--- config.mk ---
export PLATFORM = sky130hd
export DESIGN_NAME = vga_sync_decode
export DESIGN_NICKNAME = d
export VERILOG_FILES = /design/src/rtl/vga_sync_decode.sv
export SDC_FILE = /design/constraint.sdc
export NUM_CORES = 1
export LEC_CHECK = 0
export CORE_ASPECT_RATIO = 1.75
export CORE_MARGIN = 3
export CORE_UTILIZATION = 55
export CTS_CLUSTER_DIAMETER = 80
export CTS_CLUSTER_SIZE = 28
export DETAILED_ROUTE_END_ITERATION = 10
export PLACE_DENSITY = 0.79
export SLEW_MARGIN = 40
export SYNTH_ARGS = -nofsm -noshare
export SYNTH_HDL_FRONTEND = slang
export SYNTH_SLANG_ARGS = --single-unit
--- constraint.sdc ---
create_clock -name clk -period 3.75 [get_ports clk]
set_clock_uncertainty 0.15 [all_clocks]
set_input_delay 0.75 -clock clk [delete_from_list [all_inputs] [get_ports clk]]
set_output_delay 0.75 -clock clk [all_outputs]
set_load 0.02 [all_outputs]
--- src/rtl/vga_sync_decode.sv ---
// Receive-side VGA timing decoder: regenerates column/row from sampled active-low syncs,
// checks each line and frame against the configured mode and reports lock.
module vga_sync_decode #(
  parameter int unsigned H_VISIBLE     = 640,
  parameter int unsigned H_FRONT_PORCH = 16,
  parameter int unsigned H_SYNC_PULSE  = 96,
  parameter int unsigned H_BACK_PORCH  = 48,
  parameter int unsigned H_WHOLE_LINE  = 800,
  parameter int unsigned V_VISIBLE     = 480,
  parameter int unsigned V_FRONT_PORCH = 10,
  parameter int unsigned V_SYNC_PULSE  = 2,
  parameter int unsigned V_BACK_PORCH  = 33,
  parameter int unsigned V_WHOLE_FRAME = 525,
  parameter int unsigned LOCK_FRAMES   = 2
) (
  input  logic                              clk,
  input  logic                              reset,
  input  logic                              enable,
  input  logic                              hsync,
  input  logic                              vsync,
  output logic [$clog2(H_WHOLE_LINE)-1:0]   column,
  output logic [$clog2(V_WHOLE_FRAME)-1:0]  row,
  output logic                              visible,
  output logic                              locked,
  output logic                              sync_err
);

  localparam int unsigned COLUMN_BITS  = $clog2(H_WHOLE_LINE);
  localparam int unsigned ROW_BITS     = $clog2(V_WHOLE_FRAME);
  localparam int unsigned H_SYNC_START = H_VISIBLE + H_FRONT_PORCH;
  localparam int unsigned V_SYNC_START = V_VISIBLE + V_FRONT_PORCH;
  localparam int unsigned GOOD_BITS    = $clog2(LOCK_FRAMES + 1);

  localparam logic [COLUMN_BITS-1:0] ColLast    = COLUMN_BITS'(H_WHOLE_LINE - 1);
  localparam logic [COLUMN_BITS-1:0] HSyncStart = COLUMN_BITS'(H_SYNC_START);
  localparam logic [COLUMN_BITS-1:0] HVisible   = COLUMN_BITS'(H_VISIBLE);
  localparam logic [ROW_BITS-1:0]    RowLast    = ROW_BITS'(V_WHOLE_FRAME - 1);
  localparam logic [ROW_BITS-1:0]    VSyncStart = ROW_BITS'(V_SYNC_START);
  localparam logic [ROW_BITS-1:0]    VVisible   = ROW_BITS'(V_VISIBLE);
  localparam logic [GOOD_BITS-1:0]   GoodLast   = GOOD_BITS'(LOCK_FRAMES - 1);

  // Catch inconsistent mode parameters at elaboration.
  if (H_VISIBLE + H_FRONT_PORCH + H_SYNC_PULSE + H_BACK_PORCH != H_WHOLE_LINE) begin : g_h_bad
    $error("horizontal timing parameters do not sum to H_WHOLE_LINE");
  end
  if (V_VISIBLE + V_FRONT_PORCH + V_SYNC_PULSE + V_BACK_PORCH != V_WHOLE_FRAME) begin : g_v_bad
    $error("vertical timing parameters do not sum to V_WHOLE_FRAME");
  end
  if (LOCK_FRAMES < 1) begin : g_lock_bad
    $error("LOCK_FRAMES must be at least 1");
  end

  typedef enum logic [1:0] {StHunt, StVerify, StLocked} state_e;

  state_e                  state_q, state_d;
  logic [GOOD_BITS-1:0]    good_q, good_d;
  logic                    clean_q, clean_d;
  logic                    hs_prev_q, vs_prev_q;
  logic [COLUMN_BITS-1:0]  column_q, column_d, pc;
  logic [ROW_BITS-1:0]     row_q, row_d, pr;
  logic                    visible_q, locked_q, sync_err_q;
  logic                    hs_fall, vs_fall, h_mis, v_mis, mis;

  always_comb begin
    pc = (column_q == ColLast) ? '0 : column_q + 1'b1;
    pr = row_q;
    if (pc == '0) begin
      pr = (row_q == RowLast) ? '0 : row_q + 1'b1;
    end
    hs_fall  = hs_prev_q & ~hsync;
    vs_fall  = vs_prev_q & ~vsync;
    // An edge where none is predicted, or no edge where one is, are both mismatches.
    h_mis    = hs_fall != (pc == HSyncStart);
    v_mis    = vs_fall != ((pc == '0) && (pr == VSyncStart));
    mis      = h_mis | v_mis;
    column_d = hs_fall ? HSyncStart : pc;
    row_d    = vs_fall ? VSyncStart : pr;
  end

  always_comb begin
    state_d = state_q;
    good_d  = good_q;
    clean_d = clean_q;
    unique case (state_q)
      StHunt: begin
        if (vs_fall) begin
          state_d = StVerify;
          good_d  = '0;
          clean_d = 1'b1;
        end
      end
      StVerify: begin
        if (vs_fall) begin
          clean_d = 1'b1;
          if (clean_q && !mis) begin
            good_d = good_q + 1'b1;
            if (good_q == GoodLast) begin
              state_d = StLocked;
            end
          end else begin
            good_d = '0;
          end
        end else if (mis) begin
          clean_d = 1'b0;
        end
      end
      StLocked: begin
        if (mis) begin
          state_d = StVerify;
          good_d  = '0;
          clean_d = 1'b0;
        end
      end
      default: state_d = StHunt;
    endcase
  end

  always_ff @(posedge clk or negedge reset) begin
    if (!reset) begin
      state_q    <= StHunt;
      good_q     <= '0;
      clean_q    <= 1'b0;
      hs_prev_q  <= 1'b1;
      vs_prev_q  <= 1'b1;
      column_q   <= '0;
      row_q      <= '0;
      visible_q  <= 1'b0;
      locked_q   <= 1'b0;
      sync_err_q <= 1'b0;
    end else begin
      sync_err_q <= enable & mis & (state_q != StHunt);
      if (enable) begin
        state_q   <= state_d;
        good_q    <= good_d;
        clean_q   <= clean_d;
        hs_prev_q <= hsync;
        vs_prev_q <= vsync;
        column_q  <= column_d;
        row_q     <= row_d;
        locked_q  <= (state_d == StLocked);
        visible_q <= (state_d == StLocked) && (column_d < HVisible) && (row_d < VVisible);
      end
    end
  end

  assign column   = column_q;
  assign row      = row_q;
  assign visible  = visible_q;
  assign locked   = locked_q;
  assign sync_err = sync_err_q;

endmodule

==> results of run 1 <==
## critical path, stage by stage (launching register included)
cell and delay [ns]:
dfrtp_1 0.47, ha_1 0.27, and4_1 0.36, nand4b_1 0.23, o21ai_1 0.29, nor4b_4 0.41
buf_4 0.23, mux2i_1 0.08, nor4_1 0.20, nand3_1 0.11, o32ai_1 0.27
## sequential cells by signal, summed over array words and instances (netlist names)
register,flops
row,10
sync_err,1
visible,1
good_q,2
hs_prev_q,1
state_q,2
vs_prev_q,1
clean_q,1
locked,1
column,10
## kinds of logic (layout without fill, tap and decap cells)
logic type	Yosys count	in the layout	share of synthesized area [%]
muxes	6	6	2.846
xor gates and xnor gates	4	4	1.936
adders and majority gates	8	8	4.553
and+or+nand+nor	105	105	27.72
DFF	30	30	34.26
AOI/OAI and AO/OA	77	77	23.51
buffers and inverters	29	49	5.179
## cells in the final DEF, fill, tap and decap left out, types with 5 or more instances in the layout
cell type         n
dfrtp_1          28
and3_1            5
nand2b_1          6
inv_1            11
a31oi_1           5
nor3_1            8
nand4_1           8
nand2_1          26
clkdlybuf4s50_1  27
nor2_1           17
o21ai_0          20
ha_1              8
a21oi_1          14
nand3_1          12
clkbuf_8          8
## power breakdown
part           switching [mW]  internal (mW)
sequential             0.0714          0.359
clock                   0.123          0.185
combinational           0.162          0.130
total                   0.357          0.675
## metal layers
layer,wire (µm),GRT usage (%),vias up
met5,0,0,-
met2,2926,46.03,97
met3,350,5.289,16
met4,154,15.58,0
met1,2085,27.68,1025
li1,-,-,1003
## layout make-up
type                    instances  area, µm²
well taps                      46      57.56
repair buffers                 30      292.8
multi-input cells             200       1331
flip-flops and latches         30      753.2
fillers                       292       1151
inverters                      11      41.29
clock buffers                   8      110.1
## worst paths after layout
path / slack, ns / endpoint
max: 0.56 / visible$_DFFE_PN0P_
min: 0.33 / good_q[0]$_DFFE_PN0P_
max reg2reg: 0.56 / visible$_DFFE_PN0P_
min reg2reg: 0.33 / good_q[0]$_DFFE_PN0P_
max in group asynchronous: 2.40 / hs_prev_q$_DFFE_PN1P_
min in group asynchronous: 0.71 / column[2]$_DFFE_PN0P_
==> impl_metrics.toml, run 1 <==
[run_status]
outcome = "complete, no violations"

[clock_tree]
cts.clk_slew.worst_paths_ns = 0.06
postCtsHoldBufs = 0
cts_tree = "built"
ctsResizeCount = 0
cts-root-buf = "clkbuf_8"
clock_path_buffers = 2
insertion_delay_ns = 0.29
cts_buffers = 5
cts_setup_buffers = 0
h-tree-depth = 2
cts.sinks = 30

[synthesis]
synth_area_leaders = "dfrtp_1, ha_1, o21ai_0, nand2_1, a21oi_1"
yosysTopAreaCellShare_pct = 31.87
async_flop_share_pct = 100.0
synth_most_common_cell = "dfrtp_1"
ys_seq_elements = 30
synth_common_cells = "dfrtp_1, nand2_1, o21ai_0"
synth-seq-area-share_pct = 34.26
syn_area_um2 = 2198
post_synth.cell_area_avg_um2 = 8.488
synth_top_cell_by_area = "dfrtp_1"
synth_edf_count = 0
yosys_warnings = 0
synth_fp_nets = 272
synth_cells = 259
synth-main-ff-cell = "dfrtp_1"
ys_types = 59

[placement]
place_congestion = 0.9596
place_area_um2 = 2476
place_ws_ns = 0.5851
port_buffers = 27
hpwl_um = 3913
dp.cells = 317

[timing]
final.setup.worst_slack_ns = 0.5638
setup_tns_ns = 0
period_share_pct = 84.97
fin_hold_ws_ns = 0.3311
period_minus_slack_ns = 3.186
hold_violations = 0
max_slew.worst_pin.slew_ns = 0.6556
relSlewSlack_pct = 56.20
grt_setup_unrepaired = "false"
setup_viol = 0
drv_slew = 0
clock.fmax_mhz = 313.8

[cells_and_area]
antenna_cells = 0
utilization_pct = 69.20
fin_nets = 291
design_area_um2 = 2586
final_cells = 325
area_growth_pct = 17.64
drive_gt1_share_pct = 8.602

[floorplanning]
die_h_um = 89.64
ios = 28
die_w_um = 53.79
num_rows = 29
fp.coreArea_um2 = 3737
dieArea_um2 = 4821
start_util_pct = 58.82

[setup_path]
startpoint_type = "flip-flop"
crit_start = "column[0]$_DFFE_PN0P_"
path_max_fanout = 8
rr_worst_depth = 10
required_ns = 3.78
r2r-start = "column[0]$_DFFE_PN0P_"
path_class = "flip-flop to flip-flop"
cp-end-kind = "flip-flop"
critPathArrivalTime_ns = 3.22

[power_and_ir_drop]
peakVddDrop_mv = 0.4206
finalPower_mw = 1.032
leakagePower_nw = 1.009
powerDensity_nw_per_um2 = 398.9

[grt]
grt_overflow = 0
antenna_found_initial = 0
grt_pass1_vias = 2053
grt_first_pass_wirelength_um = 9321
grtUsageTotal_pct = 26.18
grt_max_degree = 31

[detailed_routing]
ant_nets = 0
routed-via-count = 2141
first_pass_iters = 4
wirelength_um = 5516
drcViolationCount = 0
drt-vias-per-instance = 6.588
routedWlPerCell_um = 16.97
first_iter_violations = 64

[run]
drv_cap = 0

[hold_path]
min_from = "good_q[0]$_DFFE_PN0P_"
hp-class = "flip-flop to flip-flop"
min_path_cells = 1
(Power assumes the default switching activity.)
==> run 2: changes to the inputs <==
clock period = 3 ns   (was 3.75 ns; I/O delays follow)
==> run 2 against run 1 <==
Compared with the run above:
- power rose by 28%
- clock power is 8.8% higher
- flip-flop and latch count unchanged
- setup slack got worse by 0.49 ns
- highest routed layer unchanged
==> impl_metrics.toml, run 2 (synthesized netlist as in run 1, its figures left out) <==
[floorplanning]
dieArea_um2 = 4821
start_util_pct = 58.82
fp.coreArea_um2 = 3737
die_h_um = 89.64
ios = 28
num_rows = 29
die_w_um = 53.79

[timing]
period_minus_slack_ns = 2.923
drv_slew = 0
relSlewSlack_pct = 67.64
max_slew.worst_pin.slew_ns = 0.4817
clock.fmax_mhz = 342.1
setup_viol = 0
grt_setup_unrepaired = "true"
hold_violations = 0
period_share_pct = 97.43

[setup_path]
slowest_stage = "or4b_4"
rr_worst_depth = 10
timing.rr.end = "visible$_DFFE_PN0P_"
path_class = "flip-flop to flip-flop"
path_cells = "ha_4 > nand3_2 > xnor2_2 > or4b_4 > nor4b_4 > buf_6 > mux2i_1 > nor4_1 > nand3_1 > o32ai_2"
crit_end = "visible$_DFFE_PN0P_"
rrSetupSlack_ns = 0.08
r2r-start = "column[1]$_DFFE_PN0P_"
path_depth = 10
path_max_fanout = 4
path_delay_family = "simple AND/OR/NAND/NOR gates"
worst-path-buf-inv = 1
slowest_delay_ns = 0.56
startpoint_type = "flip-flop"
crit_start = "column[1]$_DFFE_PN0P_"
critPathArrivalTime_ns = 2.97
cp-end-kind = "flip-flop"
required_ns = 3.05

[hold_path]
hp-class = "flip-flop to flip-flop"

[cells_and_area]
layout_common_cells = "clkdlybuf4s50_1, nand2_1, buf_4"
drive_gt1_share_pct = 22.04
fill_cells = 292
antenna_cells = 0
design_area_um2 = 2870
area_growth_pct = 30.56
fin_nets = 317
final_common_cell = "clkdlybuf4s50_1"

[placement]
place_congestion = 0.8691
place_area_um2 = 2604
port_buffers = 27
hpwl_um = 4377

[power_and_ir_drop]
p_int_uw = 846.3
p_clk_share_pct = 25.3
powerDensity_nw_per_um2 = 461.0
seqPwrFrac_pct = 39.6
peakVddDrop_mv = 0.4886
finalPower_mw = 1.323
leakagePower_nw = 1.149
switching_share_pct = 36.03
comb_power_share_pct = 35.1
p_switching_uw = 476.8

[grt]
grt_first_pass_wirelength_um = 9549
grt_max_degree = 31
grtUsageTotal_pct = 27.28
grt_overflow = 0
grt_pass1_vias = 2079
antenna_found_initial = 0

[detailed_routing]
first_pass_iters = 5
first_iter_violations = 64
wirelength_um = 6216
drt-vias-per-instance = 6.443
routed-via-count = 2255
drcViolationCount = 0
ant_nets = 0
routedWlPerCell_um = 17.76

[clock_tree]
cts-root-buf = "clkbuf_8"
cts_buffers = 5
insertion_delay_ns = 0.29
cts.sinks = 30
cts_tree = "built"
cts.clk_slew.worst_paths_ns = 0.07
h-tree-depth = 2
clock_path_buffers = 2

[run]
drv_cap = 0

[run_status]
outcome = "complete, no violations"
[run 2: cell types whose count changed in the layout (fill, tap and decap cells not counted), sizes merged]
cell,previous run,this run
clkbuf,8,7
buf,3,29
[run 2: how the worst min path moves through the flow]
stage	start	endpoint	slack (ns)	cells after the start
CTS	good_q[0]$_DFFE_PN0P_	good_q[0]$_DFFE_PN0P_	0.34	1
finish	good_q[0]$_DFFE_PN0P_	good_q[0]$_DFFE_PN0P_	0.34	1
global route	good_q[0]$_DFFE_PN0P_	good_q[0]$_DFFE_PN0P_	0.35	1
floorplan	reset	clean_q$_DFFE_PN0P_	0.15	0
global placement	good_q[0]$_DFFE_PN0P_	good_q[0]$_DFFE_PN0P_	0.32	1
detailed placement	good_q[0]$_DFFE_PN0P_	good_q[0]$_DFFE_PN0P_	0.33	1
[run 2: worst register-to-register path, delay by kind of cell (launching register included)]
kind / cells / cell delay [ns]
compound gates: 1 / 0.21
xor+xnor: 1 / 0.17
fa+ha+maj: 1 / 0.18
buf+inv: 1 / 0.16
flops: 1 / 0.42
mux: 1 / 0.07
simple gates: 5 / 1.48
[run 2: power by group through the flow]
| stage | logic [mW] | registers (mW) | clock network (mW) |
|---|---|---|---|
| 6_report | 0.464 | 0.524 | 0.335 |
| 5_1_grt | 0.508 | 0.530 | 0.359 |
| 4_1_cts | 0.423 | 0.513 | 0.343 |
| 3_5_place_dp | 0.422 | 0.520 | 0 |
| 3_3_place_gp | 0.415 | 0.516 | 0 |
| 2_1_floorplan | 0.235 | 0.543 | 0 |
[run 2: repair_timing]
item / CTS / global route
setup endpoints to repair: 0 / 5
hold buffers: 0 / 0
resized for setup: 0 / 29
setup buffers: 0 / 9
[run 2: final cells by class]
class                      instances  area [µm²]  area share, %
inverter                          11       41.29          1.439
sequential                        30       758.2          26.42
timing repair buffer              56       499.2          17.39
clock buffer                       7       86.33          3.008
tap                               46       57.56          2.005
multi-input combinational        200        1428          49.74
[run 2: per-stage QoR]
| step | util, % | hold slack, ns | TNS [ns] | setup slack (ns) | instances |
|---|---|---|---|---|---|
| CTS | 71.98 | 0.3386 | 0 | 0.06137 | 341 |
| global route | 76.80 | 0.3507 | -0.5119 | -0.1436 | 350 |
| global placement | 69.67 | 0.3171 | 0 | 0.1506 | 334 |
| floorplan | - | 0.1544 | 0 | 0.04150 | 259 |
| finish | 76.80 | 0.3355 | 0 | 0.07710 | 350 |
| detailed placement | 69.67 | 0.3306 | 0 | 0.06759 | 334 |
[run 2: metal layers]
layer  global-route usage [%]  share of wire, %
met2                    50.99                56
met5                        0                 0
met3                    4.298               3.3
met4                    12.79               3.2
met1                    28.29                38
==> run 3: changes to the inputs <==
HOLD_SLACK_MARGIN = 0.12   (was unset)
==> results of run 3 <==
The final DEF is identical to that of run 2; final timing and power are the same.
